[src/rtl/alu_pkg.sv]
// -----------------------------------------------------------------------------
// alu_pkg
// Shared definitions for the digit-serial ALU:
//   - op code constants {a_invert, b_negate, sel[1:0]}
//   - FSM state encoding (IDLE, RUN, DONE)
//   - cnt_width(): slice counter width from WIDTH/SLICE
//   - is_legal_op(): true for the six supported op codes
// -----------------------------------------------------------------------------
package alu_pkg;

   localparam logic [3:0] ALU_AND = 4'b0000;
   localparam logic [3:0] ALU_OR  = 4'b0001;
   localparam logic [3:0] ALU_ADD = 4'b0010;
   localparam logic [3:0] ALU_SUB = 4'b0110;
   localparam logic [3:0] ALU_SLT = 4'b0111;
   localparam logic [3:0] ALU_NOR = 4'b1100;

   localparam logic [1:0] IDLE = 2'd0;
   localparam logic [1:0] RUN  = 2'd1;
   localparam logic [1:0] DONE = 2'd2;

   // A single-slice configuration still gets a one-bit counter, so the
   // counter declaration never collapses to a zero-width vector.
   function automatic int cnt_width(input int width, input int slice);
      int n;
      n = width / slice;
      return (n > 1) ? $clog2(n) : 1;
   endfunction

   function automatic logic is_legal_op(input logic [3:0] code);
      return (code == ALU_AND) || (code == ALU_OR)  || (code == ALU_ADD) ||
             (code == ALU_SUB) || (code == ALU_SLT) || (code == ALU_NOR);
   endfunction

endpackage

[src/rtl/alu_slice.sv]
// -----------------------------------------------------------------------------
// alu_slice
// Combinational SLICE-bit ripple of one-bit ALU cells. Each cell conditionally
// inverts a and b, then selects AND / OR / SUM / less by sel.
// Ports:
//   a, b          : slice operands
//   carry_in      : carry into bit 0 of this slice
//   a_invert      : invert a before use
//   b_negate      : invert b before use (caller supplies the +1 as carry)
//   sel           : 00 AND, 01 OR, 10 SUM, 11 less
//   less          : value placed on bit 0 when sel = 11 (upper bits get 0)
//   result        : slice result
//   carry_out     : carry out of the slice MSB
//   msb_carry_in  : carry into the slice MSB (for overflow detection)
//   msb_sum       : adder sum bit of the slice MSB (for set-less-than)
// -----------------------------------------------------------------------------
module alu_slice #(
   parameter int SLICE = 8
) (
   input  logic [SLICE-1:0] a,
   input  logic [SLICE-1:0] b,
   input  logic             carry_in,
   input  logic             a_invert,
   input  logic             b_negate,
   input  logic [1:0]       sel,
   input  logic             less,
   output logic [SLICE-1:0] result,
   output logic             carry_out,
   output logic             msb_carry_in,
   output logic             msb_sum
);

   // Ripple the carry through the cells from bit 0 upward. The adder is
   // evaluated for every sel value so the carry chain is always meaningful.
   always_comb begin
      logic c;
      logic ai;
      logic bi;
      logic s;
      c            = carry_in;
      result       = '0;
      msb_carry_in = 1'b0;
      msb_sum      = 1'b0;
      for (int i = 0; i < SLICE; i++) begin
         ai = a[i] ^ a_invert;
         bi = b[i] ^ b_negate;
         s  = ai ^ bi ^ c;
         case (sel)
            2'b00:   result[i] = ai & bi;
            2'b01:   result[i] = ai | bi;
            2'b10:   result[i] = s;
            default: result[i] = (i == 0) ? less : 1'b0;
         endcase
         if (i == SLICE - 1) begin
            msb_carry_in = c;
            msb_sum      = s;
         end
         c = (ai & bi) | (ai & c) | (bi & c);
      end
      carry_out = c;
   end

endmodule

[src/rtl/multi_cycle_alu.sv]
// -----------------------------------------------------------------------------
// multi_cycle_alu
// WIDTH-bit digit-serial ALU processing SLICE bits per clock, LSB slice first.
// Start is accepted only in IDLE; operands and op are latched, RUN walks the
// slices, DONE pulses done for one cycle with valid result and flags.
// Ports:
//   clk        : clock, rising edge
//   reset      : synchronous active-high reset
//   start_in   : request, sampled only in IDLE
//   a_in, b_in : operands, latched on accepted start
//   op         : {a_invert, b_negate, sel[1:0]}, latched on accepted start
//   busy       : high in RUN and DONE
//   done       : one-cycle pulse when result and flags are valid
//   result     : registered result
//   zero       : final result == 0
//   overflow   : signed overflow of the adder path
//   carry_out  : adder carry out of the MSB
//   ovf_trap   : sticky trap on ADD/SUB overflow
// Configuration macro:
//   ALU_OVF_TRAP_EN : when defined, ovf_trap logic is built; otherwise the
//                     port is tied to 0.
// -----------------------------------------------------------------------------
module multi_cycle_alu
   import alu_pkg::*;
#(
   parameter int WIDTH = 32,
   parameter int SLICE = 8
) (
   input  logic             clk,
   input  logic             reset,
   input  logic             start_in,
   input  logic [WIDTH-1:0] a_in,
   input  logic [WIDTH-1:0] b_in,
   input  logic [3:0]       op,
   output logic             busy,
   output logic             done,
   output logic [WIDTH-1:0] result,
   output logic             zero,
   output logic             overflow,
   output logic             carry_out,
   output logic             ovf_trap
);

   localparam int NSLICE = WIDTH / SLICE;
   localparam int CW     = cnt_width(WIDTH, SLICE);
   localparam logic [CW-1:0] LAST = CW'(NSLICE - 1);

   if (WIDTH % SLICE != 0) begin : g_bad_slice
      $error("multi_cycle_alu: WIDTH must be a multiple of SLICE");
   end

   logic [1:0]                   state;
   logic [CW-1:0]                cnt;
   logic [NSLICE-1:0][SLICE-1:0] a_q;
   logic [NSLICE-1:0][SLICE-1:0] b_q;
   logic [NSLICE-1:0][SLICE-1:0] res_q;
   logic [NSLICE-1:0][SLICE-1:0] next_res;
   logic [3:0]                   op_q;
   logic                         carry_q;

   logic [SLICE-1:0] slice_res;
   logic             slice_cout;
   logic             slice_msb_cin;
   logic             slice_msb_sum;

   logic legal;
   logic is_slt;
   logic last;
   logic ovf_next;
   logic set_bit;

   assign legal    = is_legal_op(op_q);
   assign is_slt   = (op_q == ALU_SLT);
   assign last     = (cnt == LAST);
   assign ovf_next = slice_msb_cin ^ slice_cout;
   assign set_bit  = slice_msb_sum ^ ovf_next;

   assign busy   = (state != IDLE);
   assign result = res_q;

   // The less input is tied low: SLT's answer is only known after the MSB
   // slice, so bit 0 is patched in the final RUN cycle instead.
   alu_slice #(.SLICE(SLICE)) u_slice (
      .a            (a_q[cnt]),
      .b            (b_q[cnt]),
      .carry_in     (carry_q),
      .a_invert     (op_q[3]),
      .b_negate     (op_q[2]),
      .sel          (op_q[1:0]),
      .less         (1'b0),
      .result       (slice_res),
      .carry_out    (slice_cout),
      .msb_carry_in (slice_msb_cin),
      .msb_sum      (slice_msb_sum)
   );

   // Build the result as it will look after this RUN cycle: the current slice
   // is replaced, illegal ops write zeros, and on the last slice SLT
   // overwrites bit 0 with the signed less-than outcome.
   always_comb begin
      next_res      = res_q;
      next_res[cnt] = legal ? slice_res : '0;
      if (last && is_slt && legal) begin
         next_res[0][0] = set_bit;
      end
   end

   // Main FSM plus datapath registers. Result and flags are deliberately not
   // cleared on start; they change slice by slice and hold after DONE.
   always_ff @(posedge clk) begin
      if (reset) begin
         state     <= IDLE;
         cnt       <= '0;
         a_q       <= '0;
         b_q       <= '0;
         op_q      <= '0;
         carry_q   <= 1'b0;
         res_q     <= '0;
         done      <= 1'b0;
         zero      <= 1'b0;
         overflow  <= 1'b0;
         carry_out <= 1'b0;
      end else begin
         done <= 1'b0;
         case (state)
            IDLE: begin
               if (start_in) begin
                  a_q     <= a_in;
                  b_q     <= b_in;
                  op_q    <= op;
                  cnt     <= '0;
                  carry_q <= op[2];
                  state   <= RUN;
               end
            end
            RUN: begin
               res_q   <= next_res;
               carry_q <= slice_cout;
               cnt     <= cnt + 1'b1;
               if (last) begin
                  overflow  <= legal ? ovf_next : 1'b0;
                  carry_out <= legal ? slice_cout : 1'b0;
                  zero      <= (next_res == '0);
                  done      <= 1'b1;
                  state     <= DONE;
               end
            end
            DONE: begin
               state <= IDLE;
            end
            default: begin
               state <= IDLE;
            end
         endcase
      end
   end

`ifdef ALU_OVF_TRAP_EN
   // Sticky trap: raised together with done when an ADD or SUB overflows,
   // held until reset or the next accepted start.
   always_ff @(posedge clk) begin
      if (reset) begin
         ovf_trap <= 1'b0;
      end else if (state == IDLE && start_in) begin
         ovf_trap <= 1'b0;
      end else if (state == RUN && last && ovf_next &&
                   (op_q == ALU_ADD || op_q == ALU_SUB)) begin
         ovf_trap <= 1'b1;
      end
   end
`else
   assign ovf_trap = 1'b0;
`endif

endmodule

[config.mk]
export PLATFORM = sky130hd
export DESIGN_NAME = multi_cycle_alu
export DESIGN_NICKNAME = d
export VERILOG_FILES = /design/src/rtl/alu_pkg.sv /design/src/rtl/alu_slice.sv /design/src/rtl/multi_cycle_alu.sv
export SDC_FILE = /design/constraint.sdc
export NUM_CORES = 1
export LEC_CHECK = 0
export BUFFER_PORTS_ARGS = -buffer_cell sky130_fd_sc_hd__buf_2
export CAP_MARGIN = 20
export CORE_MARGIN = 4
export CORE_UTILIZATION = 55
export DETAILED_ROUTE_END_ITERATION = 16
export MAX_ROUTING_LAYER = met4
export PLACE_DENSITY = 0.92
export SLEW_MARGIN = 25
export SYNTH_ARGS = -nofsm -noshare
export SYNTH_HDL_FRONTEND = slang
export SYNTH_SLANG_ARGS = --single-unit
export TNS_END_PERCENT = 30
[constraint.sdc]
create_clock -name clk -period 7.8 [get_ports clk]
set_clock_uncertainty 0.15 [all_clocks]
set_input_delay 0.39 -clock clk [delete_from_list [all_inputs] [get_ports clk]]
set_output_delay 0.39 -clock clk [all_outputs]
set_load 0.02 [all_outputs]
# --- After elaboration in Yosys (flattened, before gate mapping) ---
# Cells that the tools add are included.
classes:
  add_sub_neg: 1
  magnitude_cmp: 2
  n_eq_ne: 11
  mux: 27
  bitwise: 83
  n_reduce_logical: 19
ops:
  columns: ["cell", "n"]
  rows:
  - ["1-bit XOR", 34]
  - ["8-bit binary-select mux with 2-bit select", 2]
  - ["32-bit bitwise mux", 1]
  - ["32-bit logical NOT", 1]
  - ["8-bit two-way mux", 4]
  - ["1-bit bitwise AND", 24]
  - ["1-bit OR", 24]
  - ["1-bit one-hot mux with 3 select lines", 8]
  - ["8-bit demux with 2-bit select", 1]
  - ["4-bit by 3-bit equality test with 1-bit output, second input constant", 2]
  - ["2-bit one-hot mux with 2 select lines", 2]
  - ["2-bit AND reduction", 4]
  - ["2-bit two-way mux", 3]
  - ["1-bit logical OR", 5]
  - ["1-bit two-way mux", 5]
  - ["2-bit by 1-bit equality test with 1-bit output, second input constant", 2]
  - ["2-bit equality test, second input constant", 2]
  - ["4-bit by 1-bit equality test with 1-bit output, second input constant", 1]
  - ["4-bit by 2-bit equality test with 1-bit output, second input constant", 1]
  - ["4-bit equality test, second input constant", 1]
  - ["2-bit logical NOT", 2]
  - ["4-bit logical NOT", 1]
  - ["2-bit != test, second input constant", 2]
  - ["2-bit nonzero test", 2]
  - ["other kinds (7)", 9]
word_totals:
  regBits: 109
  inputBits: 71
  output_inout_bits: 38

# --- Longest topological paths before layout ---
# Gate-level depths: netlist of run 1.
logic_depth:
  depth_word: 31
  ltp_mapped: 21

# --- Modules after synthesis ---
# A second synthesis of run 1 with hierarchy kept.
hier_totals:
  cells_unflattened: 641
  hier_area_um2: 5283.8
by_module_without_submodules:
  columns: ["module", "n_inst", "cells_per_inst", "area_each_um2"]
  rows:
  - ["multi_cycle_alu", 1, 553, 4521.8]
  - ["alu_slice", 1, 88, 762.0]

# --- Least setup slack after synthesis of run 1 ---
# OpenSTA, ideal clock, no wires.
synth_timing:
  kind: "register -> register"
  from: "register cnt[1]"
  to: "register zero"
  setup_time_ps: 84
  arrival_time_ps: 5636
  slack_ps: 1930
  stages_incl_launch_ff: 21
  n_path_buf: 2
  synth_period_minus_slack_ps: 5870
  path_cell_list: "dfxtp_1 buf_2 clkbuf_1 mux4_2 xnor2_1 fa_1 inv_1 fa_1 inv_1 fa_1 fa_1 fa_1 fa_1 fa_1 fa_1 nor2b_4 o31ai_4 nand3_2 o41ai_1 a21oi_1 o31ai_2"
synth_via:
  elab_chain_len: 31
  word_cells_on_any_way: 107
synth_rtl:
  columns: ["element", "line_no", "rtl"]
  rows:
  - ["start: declaration", "multi_cycle_alu.sv:53", "logic [CW-1:0] cnt;"]
  - ["start signal: assignment", "multi_cycle_alu.sv:139", "cnt <= cnt + 1'b1;"]
  - ["8-bit binary-select mux with 2-bit select, on equally long branches", "multi_cycle_alu.sv:84, multi_cycle_alu.sv:85", null]
  - ["8-bit two-way mux, on equally long branches", "multi_cycle_alu.sv:84, multi_cycle_alu.sv:85", null]
  - ["1-bit XOR, on equally long branches", "alu_slice.sv:45, alu_slice.sv:46", null]
  - ["1-bit bitwise AND, on equally long branches", "alu_slice.sv:49, alu_slice.sv:58", null]
  - ["1-bit OR (2 in series)", "alu_slice.sv:58", "c = (ai & bi) | (ai & c) | (bi & c);"]
  - ["1-bit bitwise AND", "alu_slice.sv:58", null]
  - ["1-bit OR (2 in series)", "alu_slice.sv:58", null]
  - ["1-bit bitwise AND", "alu_slice.sv:58", null]
  - ["[... 11 more ...]", null, null]
  - ["1-bit bitwise AND", "alu_slice.sv:58", null]
  - ["1-bit OR (2 in series)", "alu_slice.sv:58", null]
  - ["1-bit bitwise AND", "alu_slice.sv:58", null]
  - ["1-bit OR (2 in series)", "alu_slice.sv:58", null]
  - ["1-bit XOR", "multi_cycle_alu.sv:75", "assign ovf_next = slice_msb_cin ^ slice_cout;"]
  - ["1-bit XOR", "multi_cycle_alu.sv:76", "assign set_bit = slice_msb_sum ^ ovf_next;"]
  - ["1-bit two-way mux", "multi_cycle_alu.sv:103", "if (last && is_slt && legal) begin"]
  - ["32-bit logical NOT", "multi_cycle_alu.sv:143", "zero <= (next_res == '0);"]
  - ["end signal: assignment", "multi_cycle_alu.sv:143", null]
  - ["end: declaration", "multi_cycle_alu.sv:38", "output logic zero,"]
# Several ways; a longest one is shown, not always the timed one. The select of a mux whose other input is x is not followed.
# A chain may end at the register's enable or synchronous reset.

# --- Worst setup path after layout of run 1 ---
layout_timing:
  from: "register cnt[0]"
  to: "register zero"
# The elaborated chain is that of the path after synthesis.

==> reports/results.ini, run 1 <==
[logic_synthesis]
synth_common_cells = nand2_1, dfxtp_1, a21oi_1
synth_edf_count = 0
synth_cells = 655
async_reset_ff_share_pct = 0
synth-xor-area-share_pct = 2.88
synthSimpleGateAreaFrac_pct = 21.4
synth-seq-area-share_pct = 39.8
synth_compound_area_share_pct = 15.4
synthMuxAreaShare_pct = 6.95
synth_nets = 755
avgSynthCellArea_um2 = 8.36
synth_top_family_by_area = simple AND/OR/NAND/NOR gates
synthTopCellsByArea = dfxtp_1, nand2_1, a21oi_1
ys.flop_type = dfxtp_1
synthAdderAreaFrac_pct = 7.86
ys_warn_count = 0
ys_seq_elements = 109
syn_area_mm2 = 0.00548
synth.distinct_cells = 50
synth_top_area_cell = dfxtp_1
synth_top_area_share_pct = 39.8
synth_most_common_cell = nand2_1

[clock_tree]
clock-sinks = 109
cts_setup_buffers = 0
cts_buffer_depth = 2
clk_latency_ns = 0.38
ctsResizeCount = 0
postCtsHoldBufs = 0
tritoncts = yes
clkTransAtPathRegs_ns = 0.10
root_buffer = clkbuf_8
cts.htree.levels = 3
numCtsBuffers = 9

[placed_design]
gp_congestion = 0.857
port-buffer-count = 107
dpl.hpwl_mm = 8.91

[drt]
viasPerCell = 5.34
wl_mm = 12.6
wl_met2_mm = 6.40
wl_met3_um = 750
drt_first_pass_iters = 5
maxUsedRoutingLayer = met4
drt-met1-wl_mm = 5.20
drc = 0
via_count = 4642
wl_per_cell_um = 14.5
drt_iter0_drc = 347
drtAntennaViolNets = 0

[sta]
finalSetupViolations = 0
rsz0062_at_grt = no
relSlewSlack_pct = 28.6
final.min_clock_period_ns = 5.98
timing.final.crit_share_pct = 76.6
drv_slew = 0
worst_slew_pin_slew_ns = 1.07
hold_slack_ns = 0.0927
hold_viol_final = 0
clock.fmax_mhz = 167
setup_tns_ns = 0

[power]
power.density_mw_per_mm2 = 192
intPower_w = 0.000830
p_seq_share_pct = 50.6
switching_power_w = 0.000361
power_frac_comb_pct = 19.8
power_w = 0.00119
switching_share_pct = 30.3
p_leak_nw = 2.56
power_frac_clock_pct = 29.6
peakVddDrop_uv = 122

[grt]
grt_overflow = 0
grt_pass1_wl_mm = 21.2
grt_use_total_pct = 23.4
grt_max_degree = 111
antenna_found_initial = 0
grt_pass1_vias = 4552

[min_path]
hold_class = in -> reg
hp-start = b_in[4]

[layout]
final.fill_count = 768
num_antenna_cells = 0
drive_above_1_share_pct = 22.1
areaGrowthSynthToFinish_pct = 13.2
nets = 831
postLayoutCoreUtil_pct = 63.7

[die]
die_w_um = 108
core_mm2 = 0.00973
num_rows = 36
pin_count = 109
die-area_mm2 = 0.0116
start_util_pct = 56.3
die_h_um = 108

[worst_setup_path]
crit_path_end_kind = register
worst-setup-path-type = reg -> reg
cp.required_ns = 7.94
r2r-start = cnt[0]$_SDFFE_PP0P_
critPathLaunch = cnt[0]$_SDFFE_PP0P_
crit_fanout = 20
worstPathArrival_ns = 6.12
cp-start-kind = register

[outcome]
status = finished, final reports clean

[flow_run]
cap_violations = 0

## power groups by stage
stage | combinational, W | clock [W] | sequential, W
floorplan | 0.000182 | 0 | 0.000607
global placement | 0.000226 | 0 | 0.000614
detailed placement | 0.000232 | 0 | 0.000615
CTS | 0.000235 | 0.000356 | 0.000603
global route | 0.000264 | 0.000378 | 0.000606
finish | 0.000236 | 0.000353 | 0.000603
## metrics by stage
stage	area (µm²)	instances	setup slack, ns
global placement	5990	853	2.01
CTS	6190	869	1.85
global route	6200	869	1.41
detailed placement	5990	853	1.89
finish	6200	869	1.82
floorplan	5480	655	1.93
## cells in the final DEF (no fill, tap or decap), types with 16 or more instances in the layout
cell type / synthesis / routed
nand2_1: 208 / 207
dfxtp_1: 109 / 109
a21oi_1: 107 / 107
buf_2: 8 / 106
inv_1: 23 / 23
nor2_1: 23 / 23
ha_1: 20 / 20
mux4_2: 16 / 16
## registers in the layout, indices dropped and copies added, names as in the netlist
register   flops
b_q           32
a_q           32
carry_out      1
overflow       1
op_q           4
carry_q        1
done           1
state          2
zero           1
result        32
cnt            2
## worst paths after layout
kind,endpoint,slack (ns),cells past startpoint
worst max register to register,zero$_SDFFE_PP0P_,1.82,20
worst min register to register,result[29]$_SDFFE_PP0P_,0.31,2
worst min-delay path,b_q[4]$_SDFFE_PP0P_,0.09,3
worst max-delay path,zero$_SDFFE_PP0P_,1.82,20
## area by class of cell
| cell class | count | area, µm² | area share, % |
|---|---|---|---|
| Multi-Input combinational cell | 476 | 2990 | 48.2 |
| Sequential cell | 109 | 2180 | 35.2 |
| Timing Repair Buffer | 110 | 564 | 9.10 |
| Tap cell | 133 | 166 | 2.68 |
| Clock buffer | 9 | 124 | 2.00 |
| Inverter | 25 | 93.8 | 1.51 |
| Clock inverter | 7 | 80.1 | 1.29 |
## logic make-up (layout without fill, tap and decap cells)
| logic type | Yosys count | after routing |
|---|---|---|
| and+or+nand+nor | 271 | 271 |
| AOI/OAI and AO/OA | 139 | 139 |
| DFF | 109 | 109 |
| buffers and inverters | 70 | 151 |
| adders and majority gates | 29 | 29 |
| xor gates and xnor gates | 18 | 18 |
| muxes | 18 | 18 |
| other | 1 | 1 |
## layer usage
layer | track usage (%) | vias up
met1 | 29.2 | 2167
li1 | - | 2302
met2 | 38.5 | 148
met3 | 4.38 | 25
met5 | - | -
met4 | 7.75 | 0
## worst max-delay path: stages (launching register included)
cell	delay, ns
dfxtp_1	0.36
buf_4	0.31
mux4_2	0.36
xor2_1	0.19
inv_1	0.09
fa_1	0.37
inv_1	0.08
fa_1	0.16
inv_1	0.06
fa_1	0.40
fa_1	0.39
fa_1	0.40
fa_1	0.40
fa_1	0.47
fa_1	0.56
nor2b_4	0.05
o31ai_4	0.26
nand3_2	0.13
o41ai_1	0.31
a21oi_1	0.14
o31ai_2	0.24
(Power assumes the default switching activity.)
==> run 2, diff against run 1 <==
--- a/config.mk
+++ b/config.mk
@@ -8,10 +8,10 @@
 export BUFFER_PORTS_ARGS = -buffer_cell sky130_fd_sc_hd__buf_2
 export CAP_MARGIN = 20
 export CORE_MARGIN = 4
-export CORE_UTILIZATION = 55
+export CORE_UTILIZATION = 50
 export DETAILED_ROUTE_END_ITERATION = 16
 export MAX_ROUTING_LAYER = met4
-export PLACE_DENSITY = 0.92
+export PLACE_DENSITY = 0.88
 export SLEW_MARGIN = 25
 export SYNTH_ARGS = -nofsm -noshare
 export SYNTH_HDL_FRONTEND = slang
==> constraint.sdc (replaced) <==
create_clock -name clk -period 5.4 [get_ports clk]
set_clock_uncertainty 0.15 [all_clocks]
set_input_delay 0.27 -clock clk [delete_from_list [all_inputs] [get_ports clk]]
set_output_delay 0.27 -clock clk [all_outputs]
set_load 0.02 [all_outputs]
==> reports/results.ini, run 2 (synthesis results as in run 1) <==
[layout]
areaGrowthSynthToFinish_pct = 27.3
drive_above_1_share_pct = 23.6  ; +1.4 points
mostFrequentLayoutCells = nand2_1, a21oi_1, dfxtp_1
num_antenna_cells = 0  ; unchanged
nets = 905  ; +8.9%
postLayoutCoreUtil_pct = 66.4  ; +2.6 points
final.fill_count = 723  ; -5.9%
final_cells = 946  ; +8.9%
final_common_cell = nand2_1

[placed_design]
dp_cells = 865  ; +1.4%
port-buffer-count = 107  ; unchanged
dpl.hpwl_mm = 9.17  ; +2.9%
gp_congestion = 0.879  ; +2.6%

[die]
pin_count = 109  ; unchanged
num_rows = 37  ; +2.8%
die-area_mm2 = 0.0127  ; +9.2%
core_mm2 = 0.0105  ; +8.0%
die_w_um = 113  ; +4.5%
start_util_pct = 52.1  ; -4.2 points
die_h_um = 113  ; +4.5%

[flow_run]
cap_violations = 0  ; unchanged

[grt]
grt_overflow = 0  ; unchanged
busiest_layer = met2
use_met3_pct = 4.37  ; -0.013 points
grt_pass1_vias = 5241  ; +15%
grt_pass1_wl_mm = 24.8  ; +17%
grt_max_degree = 89  ; -20%
grt_use_total_pct = 24.6  ; +1.2 points
grt_use_met2_pct = 42.1  ; +3.6 points
met1_usage_pct = 27.2  ; -2.0 points
antenna_found_initial = 0  ; unchanged

[sta]
hold_slack_ns = 0.00651  ; -0.0862 ns
worst_slew_pin_slew_ns = 0.991  ; -0.0797 ns
finalWorstSetupSlack_ns = -0.0440  ; -1.87 ns
clock.fmax_mhz = 184  ; +9.8%
timing.final.crit_share_pct = 101  ; +24 points
hold_viol_final = 0  ; unchanged
rsz0062_at_grt = yes
finalSetupViolations = 1  ; +1
final.min_clock_period_ns = 5.44  ; -0.534 ns
relSlewSlack_pct = 33.9  ; +5.3 points
drv_slew = 0  ; unchanged

[clock_tree]
clkTransAtPathRegs_ns = 0.12  ; +0.02 ns
cts.htree.levels = 3  ; unchanged
root_buffer = clkbuf_8
clock-sinks = 109  ; unchanged
clk_latency_ns = 0.40  ; +0.02 ns
numCtsBuffers = 9  ; unchanged
cts_buffer_depth = 2  ; unchanged
tritoncts = yes

[power]
p_leak_nw = 2.88  ; +13%
power.density_mw_per_mm2 = 258  ; +34%
peakVddDrop_uv = 165  ; +35%
power_w = 0.00180  ; +51%

[worst_setup_path]
cp-start-kind = register
cpMostUsedCell = fa_2
worstPathArrival_ns = 5.60  ; -0.52 ns
crit_buf_inv = 2  ; -2
crit_path_end_kind = register
worst-setup-path-type = reg -> reg
cpPeakStageDelay_ns = 0.54  ; -0.02 ns
slowest_stage = mux4_2
cpLargestDelayFamily = adder cells
crit_chain = mux4_2 -> xnor2_2 -> fa_2 -> inv_2 -> fa_2 -> inv_2 -> fa_2 -> fa_2 -> fa_2 -> fa_2 -> fa_2 -> fa_1 -> nor2b_4 -> o31ai_4 -> nand4_1 -> a222oi_1 -> a21oi_1 -> o31ai_2
cp.required_ns = 5.56  ; -2.38 ns
crit_fanout = 4  ; -80%

[drt]
wl_per_cell_um = 15.9  ; +10%
drtAntennaViolNets = 0  ; unchanged
drt_first_pass_iters = 5  ; unchanged
drt_iter0_drc = 335  ; -3.5%
wl_mm = 15.1  ; +20%
viasPerCell = 5.50  ; +3.0%
drc = 0  ; unchanged
via_count = 5203  ; +12%

[outcome]
status = complete, but fails checks
violations = negative setup slack

[min_path]
hold_class = in -> reg

==> run 2: changes by cell type in the layout (fill, tap and decap cells not counted), moves of 2 or more <==
cell           delta
fa_2              +7
inv_2             +3
fa_1              -7
clkinv_2          -2
inv_1             -3
dfxtp_1           -2
clkinv_8          +2
buf_4            +13
dlygate4sd3_1    +62
==> run 2: final timing paths <==
path,from,to,slack (ns),cells after the start
worst max-delay path,cnt[0]$_SDFFE_PP0P_,zero$_SDFFE_PP0P_,-0.04,18
worst min-delay path,b_in[8],b_q[8]$_SDFFE_PP0P_,0.007,3
worst max register to register,cnt[0]$_SDFFE_PP0P_,zero$_SDFFE_PP0P_,-0.04,18
worst min register to register,result[27]$_SDFFE_PP0P_,result[27]$_SDFFE_PP0P_,0.31,2
==> run 2: power by group <==
part           internal [W]  switching, W
clock              0.000188      0.000327
combinational      0.000182      0.000237
sequential         0.000840     0.0000252
total               0.00121      0.000589
==> run 2: layer usage <==
| layer | routed length (µm) | up-vias |
|---|---|---|
| met5 | 0 | - |
| met4 | 723 | 0 |
| met3 | 1000 | 69 |
| met2 | 7690 | 234 |
| met1 | 5670 | 2448 |
| li1 | - | 2452 |
==> run 2: stage by stage <==
stage	cell area, µm²	setup slack, ns	setup TNS, ns
floorplan	5530	-0.0363	-0.0363
global placement	6090	-0.00413	-0.00413
detailed placement	6100	-0.121	-0.121
CTS	6960	-0.00415	-0.00415
global route	6970	-0.232	-0.232
finish	6970	-0.0440	-0.0440
==> run 2: final cells by class <==
type | instances | area (µm²) | area share [%]
clock buffer | 9 | 124 | 1.78
clock inverter | 7 | 86.3 | 1.24
inverter | 25 | 93.8 | 1.35
multi-input combinational | 476 | 3040 | 43.6
sequential | 109 | 2190 | 31.4
tap | 136 | 170 | 2.44
timing repair buffer | 184 | 1270 | 18.2
==> run 2: repair_timing <==
item,4_1_cts,5_1_grt
hold buffers,62,0
buffers inserted,2,1
pin swaps,14,6
gates resized for setup,6,1
hold endpoints to repair,62,0
setup endpoints to repair,1,1
==> run 2: worst register-to-register path: stages (launching register included) <==
cell and delay (ns):
dfxtp_4 0.39, mux4_2 0.54, xnor2_2 0.19, fa_2 0.40
inv_2 0.07, fa_2 0.20, inv_2 0.05, fa_2 0.36
fa_2 0.35, fa_2 0.36, fa_2 0.35, fa_2 0.37
fa_1 0.54, nor2b_4 0.05, o31ai_4 0.23, nand4_1 0.15
a222oi_1 0.33, a21oi_1 0.12, o31ai_2 0.18
